===== src/rtl/parity_serializer_pkg.sv =====
// Shared types and constants for the serial parity link transmitter.
// Holds the FSM state encoding, the default payload width and the parity selection codes.
package parity_serializer_pkg;

    typedef enum logic [1:0] {
        ST_IDLE   = 2'd0,
        ST_DATA   = 2'd1,
        ST_PARITY = 2'd2
    } state_t;

    localparam int DEFAULT_DATA_WIDTH = 8;

    localparam int PARITY_EVEN = 0;
    localparam int PARITY_ODD  = 1;

endpackage


===== src/rtl/parity_serializer_piso_parity_shifter.sv =====
// Parallel-in serial-out shifter with a running XOR parity bit.
// The serial output is a flop, so load/shift/emit_parity decide what appears on the next cycle.
module piso_parity_shifter #(
    parameter int DATA_WIDTH = 8,
    parameter int ODD_PARITY = 0
) (
    input  logic                  clk,
    input  logic                  rst,
    input  logic                  load,
    input  logic                  shift,
    input  logic                  emit_parity,
    input  logic [DATA_WIDTH-1:0] load_data,
    output logic                  seq_out
);

    localparam logic ODD_BIT = (ODD_PARITY != 0);

    logic [DATA_WIDTH-1:0] shift_q;
    logic                  parity_q;
    logic                  seq_out_q;

    // Bit 0 goes straight to the output on load, so the register keeps only the remaining bits.
    always_ff @(posedge clk or posedge rst) begin
        if (rst) begin
            shift_q   <= '0;
            parity_q  <= 1'b0;
            seq_out_q <= 1'b0;
        end else if (load) begin
            shift_q   <= {1'b0, load_data[DATA_WIDTH-1:1]};
            parity_q  <= load_data[0];
            seq_out_q <= load_data[0];
        end else if (shift) begin
            shift_q   <= {1'b0, shift_q[DATA_WIDTH-1:1]};
            parity_q  <= parity_q ^ shift_q[0];
            seq_out_q <= shift_q[0];
        end else if (emit_parity) begin
            seq_out_q <= parity_q ^ ODD_BIT;
        end else begin
            seq_out_q <= 1'b0;
        end
    end

    assign seq_out = seq_out_q;

endmodule


===== src/rtl/parity_serializer.sv =====
// Serial parity link transmitter: accepts words on valid/ready, sends them LSB-first plus one parity bit.
// Holds the frame FSM, bit counter and handshake; the datapath lives in piso_parity_shifter.
module parity_serializer
    import parity_serializer_pkg::*;
#(
    parameter int DATA_WIDTH = DEFAULT_DATA_WIDTH,
    parameter int ODD_PARITY = PARITY_EVEN
) (
    input  logic                  clk,
    input  logic                  rst,
    input  logic [DATA_WIDTH-1:0] in_data,
    input  logic                  in_valid,
    output logic                  in_ready,
    output logic                  seqOut,
    output logic                  seqValid,
    output logic                  frameEnd,
    output logic                  busy
);

    localparam int CNT_W = (DATA_WIDTH > 2) ? $clog2(DATA_WIDTH) : 1;
    localparam logic [CNT_W-1:0] LAST_CNT = CNT_W'(DATA_WIDTH - 1);

    state_t           state_q, state_d;
    logic [CNT_W-1:0] bit_cnt_q;
    logic             seq_valid_q, frame_end_q;
    logic             seq_valid_d, frame_end_d;
    logic             handshake;
    logic             load, shift, emit_parity;

    // Ready comes from registered state only, never from in_valid.
    assign in_ready  = (state_q == ST_IDLE) || (state_q == ST_PARITY);
    assign handshake = in_valid && in_ready;
    assign busy      = (state_q != ST_IDLE);

    always_ff @(posedge clk or posedge rst) begin
        if (rst) begin
            state_q <= ST_IDLE;
        end else begin
            state_q <= state_d;
        end
    end

    always_comb begin
        state_d     = state_q;
        load        = 1'b0;
        shift       = 1'b0;
        emit_parity = 1'b0;
        case (state_q)
            ST_IDLE: begin
                if (handshake) begin
                    load    = 1'b1;
                    state_d = ST_DATA;
                end
            end
            ST_DATA: begin
                if (bit_cnt_q == LAST_CNT) begin
                    emit_parity = 1'b1;
                    state_d     = ST_PARITY;
                end else begin
                    shift = 1'b1;
                end
            end
            ST_PARITY: begin
                if (handshake) begin
                    load    = 1'b1;
                    state_d = ST_DATA;
                end else begin
                    state_d = ST_IDLE;
                end
            end
            default: state_d = ST_IDLE;
        endcase
        seq_valid_d = (state_d != ST_IDLE);
        frame_end_d = (state_d == ST_PARITY);
    end

    // Counter tracks the index of the bit currently on seqOut.
    always_ff @(posedge clk or posedge rst) begin
        if (rst) begin
            bit_cnt_q <= '0;
        end else if (load) begin
            bit_cnt_q <= '0;
        end else if (shift) begin
            bit_cnt_q <= bit_cnt_q + 1'b1;
        end
    end

    always_ff @(posedge clk or posedge rst) begin
        if (rst) begin
            seq_valid_q <= 1'b0;
            frame_end_q <= 1'b0;
        end else begin
            seq_valid_q <= seq_valid_d;
            frame_end_q <= frame_end_d;
        end
    end

    assign seqValid = seq_valid_q;
    assign frameEnd = frame_end_q;

    piso_parity_shifter #(
        .DATA_WIDTH (DATA_WIDTH),
        .ODD_PARITY (ODD_PARITY)
    ) u_shifter (
        .clk         (clk),
        .rst         (rst),
        .load        (load),
        .shift       (shift),
        .emit_parity (emit_parity),
        .load_data   (in_data),
        .seq_out     (seqOut)
    );

endmodule

===== config.mk =====
export PLATFORM = sky130hd
export DESIGN_NAME = parity_serializer
export DESIGN_NICKNAME = d
export VERILOG_FILES = /design/src/rtl/parity_serializer_pkg.sv /design/src/rtl/parity_serializer_piso_parity_shifter.sv /design/src/rtl/parity_serializer.sv
export SDC_FILE = /design/constraint.sdc
export NUM_CORES = 1
export LEC_CHECK = 0
export BUFFER_PORTS_ARGS = -buffer_cell sky130_fd_sc_hd__buf_2
export CAP_MARGIN = 20
export CORE_MARGIN = 5
export CORE_UTILIZATION = 28
export DETAILED_ROUTE_END_ITERATION = 8
export SLEW_MARGIN = 40
export SYNTH_ARGS = -nofsm -noshare
export SYNTH_HDL_FRONTEND = slang
export SYNTH_SLANG_ARGS = --single-unit

===== constraint.sdc =====
create_clock -name clk -period 3.4 [get_ports clk]
set_input_delay 0.17 -clock clk [delete_from_list [all_inputs] [get_ports clk]]
set_output_delay 0.17 -clock clk [all_outputs]
set_load 0.01 [all_outputs]

# Yosys cells after proc, flatten, opt, wreduce, memory -nomap -nowiden
# Index checks and enable logic that the tools add are counted.
classes:
  n_addsub: 1
  mux: 19
  eq_ne: 4
  n_reduce_logical: 7
  bitwise: 1
op_table:
  columns: ["cell", "n"]
  rows:
  - ["8-bit two-way mux", 2]
  - ["1-bit two-way mux", 12]
  - ["3-bit two-way mux", 2]
  - ["2-bit one-hot mux with 3 select lines", 1]
  - ["2-bit nonzero test", 3]
  - ["2-bit equality test, second input constant", 2]
  - ["2-bit two-way mux", 2]
  - ["3-bit by 1-bit adder with 3-bit output, second input constant", 1]
  - ["3-bit equality test, second input constant", 1]
  - ["2-bit by 1-bit equality test with 1-bit output, second input constant", 1]
  - ["2-bit logical NOT", 1]
  - ["2-bit OR reduction", 1]
  - ["1-bit logical AND", 1]
  - ["1-bit logical OR", 1]
  - ["1-bit bitwise XOR", 1]
totals:
  output_inout_bits: 5
  ff_bits: 17

# Depth between registers and ports, before layout
logic_depth:
  depth_word: 6
  mapped_depth: 6
  depth_no_buf: 5

# By module
# A second synthesis with hierarchy kept.
unflattened:
  hier_cells: 71
  hier_area_um2: 792.0
by_module_without_submodules:
  columns: ["mod", "seq_area_each_um2", "cells_each", "area_per_inst_um2", "n_inst"]
  rows:
  - ["piso_parity_shifter", 225.2, 41, 442.9, 1]
  - ["parity_serializer", 175.2, 30, 349.1, 1]

# Worst setup path after synthesis
# Ideal clock, no wire load.
synth_timing:
  kind: "flip-flop to flip-flop"
  start: "reg bit_cnt_q[0]"
  end: "reg u_shifter.shift_q[4]"
  stages_incl_launch_ff: 7
  t_arrival_ns: 1.436
  synth_period_minus_slack_ns: 1.564
  slack_ns: 1.836
  required_ns: 3.272
  path_cell_list: "dfrtp_1 > ha_1 > ha_1 > nor3b_4 > buf_6 > mux2i_1 > a21oi_1"
synth_between:
  elab_chain_len: 4
synth_lines:
  columns: ["element", "line_no", "source"]
  rows:
  - ["start: declaration", "parity_serializer.sv:24", "logic [CNT_W-1:0] bit_cnt_q;"]
  - ["start signal: assignment", "parity_serializer.sv:84", "bit_cnt_q <= bit_cnt_q + 1'b1;"]
  - ["3-bit equality test", "parity_serializer.sv:56", "if (bit_cnt_q == LAST_CNT) begin"]
  - ["1-bit two-way mux", "parity_serializer.sv:56", null]
  - ["1-bit two-way mux", "parity_serializer.sv:48", "case (state_q)"]
  - ["2-bit nonzero test (no line)", null, null]
  - ["end signal: assignment", "parity_serializer_piso_parity_shifter.sv:29", "shift_q <= {1'b0, load_data[DATA_WIDTH-1:1]};"]
  - ["end signal: assignment", "parity_serializer_piso_parity_shifter.sv:33", "shift_q <= {1'b0, shift_q[DATA_WIDTH-1:1]};"]
  - ["end: declaration", "parity_serializer_piso_parity_shifter.sv:18", "logic [DATA_WIDTH-1:0] shift_q;"]
# Every way passes these cells.
# A chain may end at the register's enable or synchronous reset.

# Final worst setup path
layout_timing:
  start: "reg bit_cnt_q[0]"
  end: "reg bit_cnt_q[0]"
layout_between:
  elab_chain_len: 4
  elab_cells_between_ends: 7
layout_lines:
  columns: ["element"]
  rows:
  - ["branches (longest 4 deep; another with 3-bit by 1-bit adder with 3-bit output)"]
# Several ways; the timed one is not identified. The select of a mux whose other input is x is not followed.

==> metrics.txt <==
# TYPE chip_impl_metric gauge
chip_impl_metric{name="drv_slew",unit=""} 0
chip_impl_metric{name="post-route-min-period",unit="ps"} 1910
chip_impl_metric{name="intPower",unit="µW"} 500
chip_impl_metric{name="die_ht",unit="µm"} 60.3
chip_impl_metric{name="timing.final.ws_setup",unit="ps"} 1490
chip_impl_metric{name="static-leakage-power",unit="µW"} 0.000439
chip_impl_metric{name="cts.repair_timing.setup_buffer_count",unit=""} 0
chip_impl_metric{name="route.detailed.vias_per_inst",unit=""} 4.49
chip_impl_metric{name="buffer_ports.inserted",unit=""} 15
chip_impl_info{name="final_common_cell",value="sky130_fd_sc_hd__dfrtp_1"} 1
chip_impl_info{name="worstSetupEndpointType",value="flop"} 1
chip_impl_metric{name="timing.reg2reg.setup_slack",unit="ps"} 1490
chip_impl_metric{name="worst-path-max-fanout",unit=""} 13
chip_impl_metric{name="design.core.area",unit="µm²"} 2450
chip_impl_metric{name="wirelength",unit="mm"} 1.30
chip_impl_metric{name="seq_area_frac_synth",unit="%"} 56.5
chip_impl_metric{name="start_util",unit="%"} 28.8
chip_impl_metric{name="io_pins",unit=""} 16
chip_impl_metric{name="ys_warn_count",unit=""} 0
chip_impl_metric{name="fp-row-count",unit=""} 18
chip_impl_metric{name="path_clk_slew",unit="ps"} 100
chip_impl_metric{name="drt_pre_antenna_iters",unit=""} 4
chip_impl_metric{name="power.share.clock",unit="%"} 16.8
chip_impl_metric{name="detailedPlace.worstSlack",unit="ps"} 1510
chip_impl_metric{name="timing.final.hold_violations",unit=""} 0
chip_impl_info{name="master_cell_of_the_clock_root_buffer",value="sky130_fd_sc_hd__clkbuf_4"} 1
chip_impl_info{name="worst-setup-path-type",value="flop to flop"} 1
chip_impl_metric{name="routed-via-count",unit=""} 480
chip_impl_metric{name="synth.lib_cells_used.distinct",unit=""} 23
chip_impl_metric{name="final_layout_size_suffix_gt1_share",unit="%"} 33.8
chip_impl_metric{name="antenna_violating_nets_left",unit=""} 0
chip_impl_metric{name="vdd.ir_drop.worst",unit="µV"} 401
chip_impl_metric{name="net-switching-power",unit="µW"} 260
chip_impl_metric{name="final_setup_violation_count",unit=""} 0
chip_impl_info{name="launch_point_of_the_worst_hold_path",value="in_data[7]"} 1
chip_impl_metric{name="vias_in_the_first_global_route",unit=""} 500
chip_impl_metric{name="diodes_inserted",unit=""} 0
chip_impl_metric{name="chipWidth",unit="µm"} 60.3
chip_impl_metric{name="grt_antenna_before_repair",unit=""} 0
chip_impl_metric{name="timing.fmax",unit="MHz"} 524
chip_impl_metric{name="tightest_slew",unit="ps"} 725
chip_impl_metric{name="m1WireLength",unit="µm"} 560
chip_impl_metric{name="clockBufferDepth",unit=""} 2
chip_impl_info{name="cp-startpoint",value="bit_cnt_q[0]"} 1
chip_impl_metric{name="fin_cells",unit=""} 107
chip_impl_metric{name="die_area",unit="µm²"} 3630
chip_impl_metric{name="cts_inserted_buffers",unit=""} 3
chip_impl_info{name="startpoint_of_the_worst_slack_reg_to_reg_timing_path",value="bit_cnt_q[0]"} 1
chip_impl_metric{name="maxCapViolations",unit=""} 0
chip_impl_info{name="grt_setup_unrepaired",value="false"} 1
chip_impl_metric{name="p_comb_share",unit="%"} 41.0
chip_impl_metric{name="met2_wirelength",unit="µm"} 574
chip_impl_info{name="highest_count_cells_in_the_layout_ignoring_fill_and_taps",value="sky130_fd_sc_hd__dfrtp_1 (16), sky130_fd_sc_hd__buf_2 (15), sky130_fd_sc_hd__nand2_1 (7)"} 1
chip_impl_metric{name="timing.slew.headroom",unit="%"} 51.6
chip_impl_metric{name="route.met3.wl",unit="µm"} 145
chip_impl_metric{name="synthCells",unit=""} 59
chip_impl_metric{name="syn_area_per_cell",unit="µm²"} 12.0
chip_impl_metric{name="finalNetCount",unit=""} 91
chip_impl_metric{name="switching_share",unit="%"} 34.2
chip_impl_metric{name="remaining_drc_errors",unit=""} 0
chip_impl_metric{name="grt_use_total",unit="%"} 8.83
chip_impl_metric{name="mappedNetlistArea",unit="µm²"} 708
chip_impl_metric{name="grt_first_pass_wirelength",unit="mm"} 2.28
chip_impl_metric{name="gp_congestion",unit=""} 0.719
chip_impl_metric{name="flow.area_growth_from_synthesis",unit="%"} 20.1
chip_impl_metric{name="seqPwrFrac",unit="%"} 42.2
chip_impl_metric{name="dp.cells",unit=""} 102
chip_impl_metric{name="post_cts_hold_buffer_count",unit=""} 1
chip_impl_metric{name="post_cts.resized_instances",unit=""} 0
chip_impl_metric{name="h_tree_level_count",unit=""} 1
chip_impl_metric{name="wire_per_inst",unit="µm"} 12.2
chip_impl_metric{name="setup_tns",unit="ps"} 0
chip_impl_metric{name="cts_num_sinks",unit=""} 16
chip_impl_metric{name="synth.ff_latch_count",unit=""} 16
chip_impl_metric{name="clk_latency",unit="ps"} 290
chip_impl_metric{name="hold_slack",unit="ps"} 90.6
chip_impl_metric{name="grt_max_degree",unit=""} 17
chip_impl_metric{name="grt.overflow.total",unit=""} 0
chip_impl_info{name="timing.critical_path.to",value="bit_cnt_q[0]"} 1
chip_impl_info{name="outcome",value="complete, no violations"} 1
chip_impl_metric{name="critPathRequiredTime",unit="ps"} 3580
chip_impl_info{name="r2r_end",value="bit_cnt_q[0]"} 1
chip_impl_metric{name="initialDrtViolationCount",unit=""} 10
chip_impl_metric{name="critPathArrivalTime",unit="ps"} 2090
chip_impl_info{name="tritoncts",value="built"} 1
chip_impl_metric{name="cellPowerDensity",unit="nW/µm²"} 893
chip_impl_info{name="routed.top_layer",value="met4"} 1
chip_impl_info{name="crit_path_start_kind",value="flop"} 1
chip_impl_metric{name="fin_worst_skew",unit="ps"} 1.41
chip_impl_metric{name="worst_r2r_path_depth",unit=""} 5
chip_impl_metric{name="final.period_utilization",unit="%"} 56.1
chip_impl_metric{name="syn-num-nets",unit=""} 72
chip_impl_info{name="holdCritPathClass",value="primary input to flop"} 1
## per-layer routing
layer / up-vias / GRT usage [%]
li1: 242 / -
met1: 216 / 10.7
met2: 17 / 12.7
met3: 5 / 5.62
met4: 0 / 2.85
met5: - / 0
## worst min path at each step
| stage | to | slack [ps] | cells after the start |
|---|---|---|---|
| after floorplan | bit_cnt_q[0] | 80 | 1 |
| after global placement | seqValid | 280 | 2 |
| after detailed placement | frameEnd | 280 | 2 |
| after CTS | u_shifter.shift_q[6] | 90 | 3 |
| after global routing | u_shifter.shift_q[6] | 100 | 3 |
| final | u_shifter.shift_q[6] | 90 | 3 |
## synthesized netlist by cell type
master | n | area, µm²
sky130_fd_sc_hd__dfrtp_1 | 16 | 400
sky130_fd_sc_hd__nand2_1 | 7 | 26.3
sky130_fd_sc_hd__a21o_1 | 5 | 37.5
sky130_fd_sc_hd__o21ai_0 | 5 | 25.0
sky130_fd_sc_hd__a22o_1 | 3 | 26.3
sky130_fd_sc_hd__inv_1 | 3 | 11.3
sky130_fd_sc_hd__a22o_2 | 2 | 20.0
sky130_fd_sc_hd__ha_1 | 2 | 25.0
sky130_fd_sc_hd__nor3b_1 | 2 | 15.0
sky130_fd_sc_hd__a21oi_1 | 1 | 5.00
sky130_fd_sc_hd__a221o_1 | 1 | 10.0
sky130_fd_sc_hd__and4bb_2 | 1 | 12.5
sky130_fd_sc_hd__buf_2 | 1 | 5.00
sky130_fd_sc_hd__buf_6 | 1 | 11.3
sky130_fd_sc_hd__mux2_2 | 1 | 11.3
sky130_fd_sc_hd__mux2i_1 | 1 | 10.0
sky130_fd_sc_hd__nand2b_1 | 1 | 6.26
sky130_fd_sc_hd__nor2_1 | 1 | 3.75
sky130_fd_sc_hd__nor2_2 | 1 | 6.26
sky130_fd_sc_hd__nor2b_1 | 1 | 6.26
sky130_fd_sc_hd__nor3b_4 | 1 | 18.8
sky130_fd_sc_hd__or2_2 | 1 | 6.26
sky130_fd_sc_hd__xnor2_1 | 1 | 8.76
## critical path, cell delays in order, from the launching register on
cell	delay (ps)
sky130_fd_sc_hd__dfrtp_1	400
sky130_fd_sc_hd__ha_1	210
sky130_fd_sc_hd__ha_1	240
sky130_fd_sc_hd__nor3b_4	500
sky130_fd_sc_hd__nor2_2	160
sky130_fd_sc_hd__mux2_2	300
## flip-flops by register name, indices dropped and copies added, names as in the netlist
register,count
u_shifter.shift_q,7
u_shifter.parity_q,1
bit_cnt_q,3
frameEnd,1
u_shifter.seq_out,1
seqValid,1
state_q,2
## power by group through the flow
stage / registers, µW / clock network, µW / logic (µW)
global route: 333 / 143 / 363
global placement: 323 / 0 / 311
CTS: 323 / 132 / 319
finish: 321 / 128 / 312
detailed placement: 327 / 0 / 317
floorplan: 320 / 0 / 259
## through the flow
| step | util, % | instance area (µm²) | power (µW) |
|---|---|---|---|
| 6_report | 34.7 | 851 | 760 |
| 5_1_grt | 34.7 | 851 | 839 |
| 4_1_cts | 34.7 | 851 | 774 |
| 3_5_place_dp | 32.8 | 805 | 644 |
| 3_3_place_gp | 32.8 | 805 | 634 |
| 2_1_floorplan | - | 708 | 579 |
## cell type report
cell class,instances,area [µm²]
Clock buffer,4,36.3
Tap cell,30,37.5
Timing Repair Buffer,16,85.1
Multi-Input combinational cell,38,280
Fill cell,253,1600
Inverter,3,11.3
Sequential cell,16,400
## cell families (layout without fill, tap and decap cells)
family	count (synthesis)	after routing	share of synthesized area, %
xor+xnor	1	1	1.24
flops	16	16	56.5
buf+inv	5	23	3.89
mux	2	2	3.00
fa+ha+maj	2	2	3.53
compound gates	17	17	17.5
simple gates	16	16	14.3
No activity file was read; power rests on OpenSTA's default activity.
